==> config.mk <==
export PLATFORM = sky130hd
export DESIGN_NAME = lsu_load_unit
export DESIGN_NICKNAME = d
export VERILOG_FILES = /design/src/rtl/lsu_load_unit.sv
export SDC_FILE = /design/constraint.sdc
export NUM_CORES = 1
export LEC_CHECK = 0
export ABC_CLOCK_PERIOD_IN_PS = 2800
export BUFFER_PORTS_ARGS = -buffer_cell sky130_fd_sc_hd__buf_2
export CAP_MARGIN = 20
export CORE_MARGIN = 2
export CORE_UTILIZATION = 35
export CTS_CLUSTER_DIAMETER = 100
export CTS_CLUSTER_SIZE = 40
export DETAILED_ROUTE_END_ITERATION = 6
export GPL_ROUTABILITY_DRIVEN = 0
export GPL_TIMING_DRIVEN = 0
export MAX_ROUTING_LAYER = met4
export SKIP_LAST_GASP = 1
export SLEW_MARGIN = 10
export SYNTH_ARGS = -nofsm -noshare
export SYNTH_HDL_FRONTEND = slang
export SYNTH_SLANG_ARGS = --single-unit
==> constraint.sdc <==
create_clock -name clk -period 2.8 [get_ports clk]
set_clock_uncertainty 0.15 [all_clocks]
set_input_delay 0.7 -clock clk [delete_from_list [all_inputs] [get_ports clk]]
set_output_delay 0.7 -clock clk [all_outputs]
set_load 0.02 [all_outputs]
==> src/rtl/lsu_load_unit.sv <==
//------------------------------------------------------------------------------
// Module  : lsu_load_unit
// Brief   : Single-outstanding load unit: aligned 64-bit read, extract, extend.
// Rev     : 1.0
//------------------------------------------------------------------------------
`default_nettype none

module lsu_load_unit #(
  parameter int ADDR_W      = 64,
  parameter bit CHECK_ALIGN = 1'b1
) (
  input  logic              clk,
  input  logic              rst_n,
  input  logic              req_valid,
  output logic              req_ready,
  input  logic [ADDR_W-1:0] req_addr,
  input  logic [2:0]        req_funct3,
  output logic              mem_arvalid,
  input  logic              mem_arready,
  output logic [ADDR_W-1:0] mem_araddr,
  input  logic              mem_rvalid,
  output logic              mem_rready,
  input  logic [63:0]       mem_rdata,
  input  logic              mem_rerr,
  output logic              load_valid,
  input  logic              load_ready,
  output logic [63:0]       load_data,
  output logic              load_err
);

  typedef enum logic [1:0] {
    S_IDLE = 2'd0,
    S_REQ  = 2'd1,
    S_WAIT = 2'd2,
    S_RESP = 2'd3
  } state_t;

  state_t              r_state;
  state_t              w_state_next;
  logic [2:0]          r_off;
  logic [2:0]          r_funct3;
  logic [ADDR_W-1:0]   r_araddr;
  logic                r_arvalid;
  logic                r_rready;
  logic                r_load_valid;
  logic [63:0]         r_load_data;
  logic                r_load_err;
  logic                w_misaligned;
  logic                w_req_err;
  logic [63:0]         w_shifted;
  logic [63:0]         w_ext;

  always_comb begin
    w_misaligned = 1'b0;
    case (req_funct3[1:0])
      2'b01:   w_misaligned = req_addr[0];
      2'b10:   w_misaligned = |req_addr[1:0];
      2'b11:   w_misaligned = |req_addr[2:0];
      default: w_misaligned = 1'b0;
    endcase
    w_req_err = (req_funct3 == 3'b111) || (CHECK_ALIGN && w_misaligned);
  end

  // Logical shift zero-fills bytes past bit 63, so a truncated field extends
  // from a zero sign bit when the access runs off the doubleword.
  always_comb begin
    w_shifted = mem_rdata >> {r_off, 3'b000};
    w_ext     = 64'd0;
    case (r_funct3)
      3'b000:  w_ext = {{56{w_shifted[7]}},  w_shifted[7:0]};
      3'b001:  w_ext = {{48{w_shifted[15]}}, w_shifted[15:0]};
      3'b010:  w_ext = {{32{w_shifted[31]}}, w_shifted[31:0]};
      3'b011:  w_ext = mem_rdata;
      3'b100:  w_ext = {56'd0, w_shifted[7:0]};
      3'b101:  w_ext = {48'd0, w_shifted[15:0]};
      3'b110:  w_ext = {32'd0, w_shifted[31:0]};
      default: w_ext = 64'd0;
    endcase
  end

  always_comb begin
    w_state_next = r_state;
    case (r_state)
      S_IDLE: if (req_valid)   w_state_next = w_req_err ? S_RESP : S_REQ;
      S_REQ:  if (mem_arready) w_state_next = S_WAIT;
      S_WAIT: if (mem_rvalid)  w_state_next = S_RESP;
      S_RESP: if (load_ready)  w_state_next = S_IDLE;
      default:                 w_state_next = S_IDLE;
    endcase
  end

  always_ff @(posedge clk or negedge rst_n) begin
    if (!rst_n) begin
      r_state      <= S_IDLE;
      r_off        <= 3'd0;
      r_funct3     <= 3'd0;
      r_araddr     <= '0;
      r_arvalid    <= 1'b0;
      r_rready     <= 1'b0;
      r_load_valid <= 1'b0;
      r_load_data  <= 64'd0;
      r_load_err   <= 1'b0;
    end else begin
      r_state      <= w_state_next;
      r_arvalid    <= (w_state_next == S_REQ);
      r_rready     <= (w_state_next == S_WAIT);
      r_load_valid <= (w_state_next == S_RESP);
      case (r_state)
        S_IDLE: begin
          if (req_valid) begin
            r_off    <= req_addr[2:0];
            r_funct3 <= req_funct3;
            r_araddr <= {req_addr[ADDR_W-1:3], 3'b000};
            if (w_req_err) begin
              r_load_err  <= 1'b1;
              r_load_data <= 64'd0;
            end
          end
        end
        S_WAIT: begin
          if (mem_rvalid) begin
            r_load_err  <= mem_rerr;
            r_load_data <= mem_rerr ? 64'd0 : w_ext;
          end
        end
        S_RESP: begin
          if (load_ready) begin
            r_load_err  <= 1'b0;
            r_load_data <= 64'd0;
          end
        end
        default: ;
      endcase
    end
  end

  assign req_ready   = (r_state == S_IDLE);
  assign mem_arvalid = r_arvalid;
  assign mem_araddr  = r_araddr;
  assign mem_rready  = r_rready;
  assign load_valid  = r_load_valid;
  assign load_data   = r_load_data;
  assign load_err    = r_load_err;

endmodule

`default_nettype wire

==> results.json, run 1 <==
{
  "vias_per_cell": 5.42,
  "ys_top_cells_by_count": "dfrtp_1 (137), nand2_1 (109), mux2_2 (72)",
  "yosys_register_bits": 137,
  "synth.most_common_cell": "dfrtp_1",
  "vias": 7109,
  "synth_edf_count": 0,
  "drt_iter0_markers": 652,
  "setup_violations": 0,
  "final_max_slew_viol_count": 0,
  "root_buffer": "clkbuf_16",
  "powerDensity_mw_per_mm2": 1300,
  "worstPathCellList": "buf_2 > buf_2 > clkbuf_1 > o21ai_0 > a22o_1 > a211oi_1 > o21ai_0",
  "drive_gt1_share_pct": 44.4,
  "synth_seq_area_share_pct": 44.9,
  "final.setup.tns_ns": 0,
  "numPortBuffers": 267,
  "clock-sinks": 137,
  "drtAntennaViolNets": 0,
  "crit_slowest_cell": "clkbuf_1",
  "cp_slowest_stage_delay_ns": 0.53,
  "core_area_mm2": 0.0216,
  "syn_area_mm2": 0.00763,
  "synthArstFlopShare_pct": 100,
  "synth_top_cells_by_area": "dfrtp_1 (45%), mux2_2 (11%), nand2_1 (5.4%)",
  "p_leak_nw": 4.67,
  "crit_path_start_kind": "flip-flop",
  "utilization_pct": 46.3,
  "status": "completed",
  "grt_max_degree": 86,
  "synthFlopType": "dfrtp_1",
  "maxSlewHeadroom_pct": 53.8,
  "rsz0062_at_grt": "no",
  "yosysTopAreaCell": "dfrtp_1",
  "start_util_pct": 35.3,
  "synth.avg_cell_area_um2": 10.6,
  "layout_min_cycle_time_ns": 2.68,
  "path_max_fanout": 10,
  "hold_viol": 0,
  "path_class": "reg2reg",
  "arrival_ns": 2.81,
  "h-tree-depth": 4,
  "first_pass_iters": 6,
  "cp.required_ns": 2.93,
  "path_clk_slew_ns": 0.07,
  "synth_cells": 719,
  "ctsHoldBuffers": 0,
  "hold_class": "in2async",
  "hpwl_um": 20800,
  "placedCellCount": 1270,
  "rows": 54,
  "chipWidth_um": 152,
  "layout.nets": 1150,
  "cts_tree": "done",
  "dieArea_mm2": 0.0230,
  "yosysUniqueCellTypes": 50,
  "first_global_vias": 6913,
  "antenna_found_initial": 6,
  "gr-total-overflow": 0,
  "layout.cells.non_filler": 1311,
  "synth_top_cell_area_share_pct": 44.9,
  "yosys_warnings": 0,
  "ir_worst_vdd_uv": 661,
  "routedWlPerCell_um": 20.8,
  "cts_buffers": 17,
  "clkLatencyLatePin_ns": 0.42,
  "grt_pass1_wl_um": 40600,
  "cap_violations": 0,
  "area_growth_syn_to_layout_pct": 31.3,
  "max_freq_mhz": 373,
  "cts_buffer_depth": 2,
  "grt_usage_pct": 24.2,
  "die_y_um": 152,
  "wirelength_um": 27300,
  "worstMarginPinSlew_ns": 0.693,
  "ios": 271,
  "critPathCaptureType": "flip-flop",
  "timing.final.crit_share_pct": 95.6,
  "drc": 0
}
[state kept, by name (all words and copies together), names as in the netlist]
register     cells
load_valid       1
mem_arvalid      1
mem_araddr      61
load_err         1
r_funct3         3
mem_rready       1
r_off            3
load_data       64
r_state          2
[where the power goes]
| part | switching, mW | internal [mW] | total [mW] | leakage, nW |
|---|---|---|---|---|
| logic | 4.49 | 2.80 | 7.29 | 2.63 |
| registers | 0.489 | 2.90 | 3.39 | 1.75 |
| clock network | 0.970 | 1.34 | 2.31 | 0.282 |
[cell families after synthesis]
group	share of synthesized area, %
AO/OA/AOI/OAI	20.1
AND/OR/NAND/NOR	11.4
flip-flops	44.9
multiplexers	18.9
buffers and inverters	4.54
XOR/XNOR	0.115
other	0.0491
[critical path: cells and delay by family (launching register included)]
kind | cells | cell delay (ns)
AO/OA/AOI/OAI | 4 | 0.78
flip-flops | 1 | 0.45
buffers and inverters | 3 | 1.16
[cell usage in the layout (no fill, tap or decap), types with 12 or more instances in the layout]
| cell | instances |
|---|---|
| a22oi_2 | 21 |
| mux2i_1 | 36 |
| dfrtp_1 | 137 |
| a22oi_1 | 12 |
| mux4_2 | 12 |
| nand2_1 | 109 |
| mux2_2 | 72 |
| o21ai_0 | 47 |
| nand2b_1 | 13 |
| a21oi_1 | 32 |
| clkbuf_1 | 26 |
| clkbuf_16 | 17 |
| nor2b_1 | 15 |
| a211oi_1 | 34 |
| buf_2 | 289 |
[layer usage]
layer / share of wire, % / track usage (%)
met5: 0 / -
met4: 2.4 / 7.96
met3: 7.9 / 6.44
met2: 46 / 36.2
met1: 43 / 32.1
[layout make-up]
class                           count  area (um2)
Buffer                             71         339
Multi-Input combinational cell    509        3880
Tap cell                          280         350
Clock buffer                       18         429
Inverter                            4        15.0
Clock inverter                     14         163
Fill cell                        2150       11600
Antenna cell                        6        15.0
Sequential cell                   137        3430
Timing Repair Buffer              272        1400
[timing repair]
item,CTS,global route
buffers inserted,2,1
setup endpoints to repair,52,40
pin swaps,1,1
resized for setup,2,12
endpoints found under the hold margin,0,0
[final timing paths]
check	startpoint	end	slack [ns]	cells past startpoint
worst max-delay path	r_off[2]$_DFFE_PN0P_	load_data[22]$_DFFE_PN0P_	0.12	7
worst min-delay path	rst_n	mem_araddr[15]$_DFFE_PN0P_	0.02	1
worst max register to register	r_off[2]$_DFFE_PN0P_	load_data[22]$_DFFE_PN0P_	0.12	7
worst min register to register	load_data[11]$_DFFE_PN0P_	load_data[11]$_DFFE_PN0P_	0.32	2
max in group asynchronous	rst_n	load_data[44]$_DFFE_PN0P_	1.70	2
min in group clk	load_data[11]$_DFFE_PN0P_	load_data[11]$_DFFE_PN0P_	0.32	2
[through the flow]
| stage | worst slack, ns | hold WS (ns) | instance area (um2) | total power, mW |
|---|---|---|---|---|
| after detailed placement | -0.545 | 0.319 | 9370 | 10.6 |
| after global routing | 0.00443 | 0.0442 | 10000 | 13.8 |
| after global placement | -1.17 | 0.310 | 9320 | 10.5 |
| after CTS | 0.0603 | 0.0283 | 9990 | 13.0 |
| after floorplan | 0.271 | 0.254 | 7640 | 8.23 |
| final | 0.122 | 0.0234 | 10000 | 13.0 |
(Power assumes the default switching activity.)
==> inputs of run 2 (changes only) <==
--- a/config.mk
+++ b/config.mk
@@ -14,8 +14,7 @@
 export CTS_CLUSTER_SIZE = 40
 export DETAILED_ROUTE_END_ITERATION = 6
 export GPL_ROUTABILITY_DRIVEN = 0
-export GPL_TIMING_DRIVEN = 0
-export MAX_ROUTING_LAYER = met4
+export RECOVER_POWER = 25
 export SKIP_LAST_GASP = 1
 export SLEW_MARGIN = 10
 export SYNTH_ARGS = -nofsm -noshare
==> run 2 against run 1 <==
Flip-flop and latch count unchanged. Routed wire length down 5.3%. Hold slack better by 0.29 ns. Global-route usage down 1.7 points. Critical path depth unchanged. First-iteration DRC count down 29%. Final cell count down 3.5%. Register-to-register slack better by 0.20 ns.
==> results.json, run 2 (same netlist as run 1, synthesis figures left out) <==
{
  "final.setup.tns_ns": 0,
  "final_common_cell": "buf_2",
  "drive_gt1_share_pct": 46.2,
  "area_growth_syn_to_layout_pct": 30.1,
  "cap_violations": 0,
  "final_area_mm2": 0.00993,
  "path_class": "reg2reg",
  "first_pass_iters": 5,
  "layout.nets": 1109,
  "drt-met1-wl_um": 11600,
  "final_max_slew_viol_count": 0,
  "hpwl_um": 19100,
  "core_area_mm2": 0.0216,
  "grt_usage_pct": 22.5,
  "hold_viol": 0,
  "rsz0062_at_grt": "no",
  "clock-sinks": 137,
  "grt_pass1_wl_um": 39300,
  "cp.required_ns": 2.94,
  "p_int_mw": 7.05,
  "layout.area.seq_mm2": 0.00343,
  "critPathCaptureType": "flip-flop",
  "p_leak_nw": 4.62,
  "power_frac_clock_pct": 17.8,
  "hold_class": "in2async",
  "sw_frac_of_total_pct": 45.2,
  "final_cell_mix": "buf_2 (266), dfrtp_1 (134), nand2_1 (109)",
  "layout_min_cycle_time_ns": 2.48,
  "cts_buffers": 17,
  "fillers": 2132,
  "switching_power_mw": 5.83,
  "pwr-share-seq_pct": 27.4,
  "ctsResizeCount": 0,
  "wirelength_um": 25800,
  "ctsHoldBuffers": 0,
  "vias": 6832,
  "gr-total-overflow": 0,
  "largest_register_ff_count": 64,
  "ios": 271,
  "drc": 0,
  "drt_iter0_markers": 462,
  "top_layer": "met5",
  "worstMarginPinSlew_ns": 1.17,
  "wl_met3_um": 1580,
  "status": "completed",
  "arrival_ns": 2.61,
  "grt_max_degree": 73,
  "antenna_found_initial": 3,
  "setup_violations": 0,
  "clkLatencyLatePin_ns": 0.42,
  "timing.final.crit_share_pct": 88.5,
  "max_freq_mhz": 403,
  "path_max_fanout": 30,
  "pre_cts_ws_ns": 0.0461,
  "maxSlewHeadroom_pct": 22.1,
  "rows": 54,
  "numPortBuffers": 267,
  "routedWlPerCell_um": 20.4,
  "ir_worst_vdd_uv": 469,
  "crit_path_start_kind": "flip-flop",
  "cts_buffer_depth": 2,
  "first_global_vias": 6525,
  "wl_met2_um": 12000,
  "path_clk_slew_ns": 0.07,
  "vias_per_cell": 5.40,
  "r2r_slack_ns": 0.32,
  "finalWorstSetupSlack_ns": 0.321,
  "chipWidth_um": 152,
  "powerDensity_mw_per_mm2": 1300,
  "dieArea_mm2": 0.0230,
  "cts_tree": "done",
  "place_area_mm2": 0.00937,
  "drtAntennaViolNets": 0,
  "comb_power_share_pct": 54.8,
  "die_y_um": 152,
  "cts_setup_buffers": 0,
  "start_util_pct": 35.3,
  "multi_input_area_mm2": 0.00388,
  "h-tree-depth": 4,
  "root_buffer": "clkbuf_16"
}
==> run 2: cell type report <==
type                            instances  share of cell area, %
Sequential cell                       137                   34.6
Timing Repair Buffer                  302                   16.6
Tap cell                              280                   3.53
Inverter                                4                  0.151
Antenna cell                            1                 0.0252
Clock buffer                           18                   4.42
Clock inverter                         14                   1.51
Multi-Input combinational cell        509                   39.1
==> run 2: routing by layer <==
layer	track usage (%)	up-vias
met5	0	-
met4	5.79	4
met3	4.19	43
met2	35.7	247
met1	31.8	3371
li1	-	3167
==> run 2: final timing paths <==
path,startpoint,end,cells past startpoint
min,rst_n,mem_araddr[39]$_DFFE_PN0P_,1
min reg2reg,load_data[0]$_DFFE_PN0P_,load_data[0]$_DFFE_PN0P_,2
max,r_off[2]$_DFFE_PN0P_,load_data[56]$_DFFE_PN0P_,7
max in group asynchronous,rst_n,load_data[45]$_DFFE_PN0P_,2
max reg2reg,r_off[2]$_DFFE_PN0P_,load_data[56]$_DFFE_PN0P_,7
min in group clk,load_data[0]$_DFFE_PN0P_,load_data[0]$_DFFE_PN0P_,2
==> run 2: per-stage QoR <==
stage,instances,utilization (%),hold WS [ns],power [mW]
floorplan,721,-,0.254,8.23
global placement,1232,43.3,0.312,10.6
detailed placement,1232,43.3,0.321,10.6
CTS,1264,46.0,0.0348,13.0
global route,1264,45.9,0.335,13.7
finish,1265,45.9,0.309,12.9
==> run 2: critical path: stages, from the launching register on <==
cell and delay [ns]:
dfrtp_2 0.47, mux4_2 0.54, a222oi_1 0.24, buf_4 0.19, nor4_4 0.05, a2111oi_4 0.31, buf_12 0.27, a22oi_1 0.10
==> run 2: power groups by stage <==
stage / clock, mW / combinational, mW / sequential (mW)
global placement: 0 / 7.01 / 3.55
global route: 2.42 / 7.63 / 3.66
detailed placement: 0 / 7.06 / 3.56
CTS: 2.35 / 7.08 / 3.53
floorplan: 0 / 3.75 / 4.48
finish: 2.30 / 7.06 / 3.52
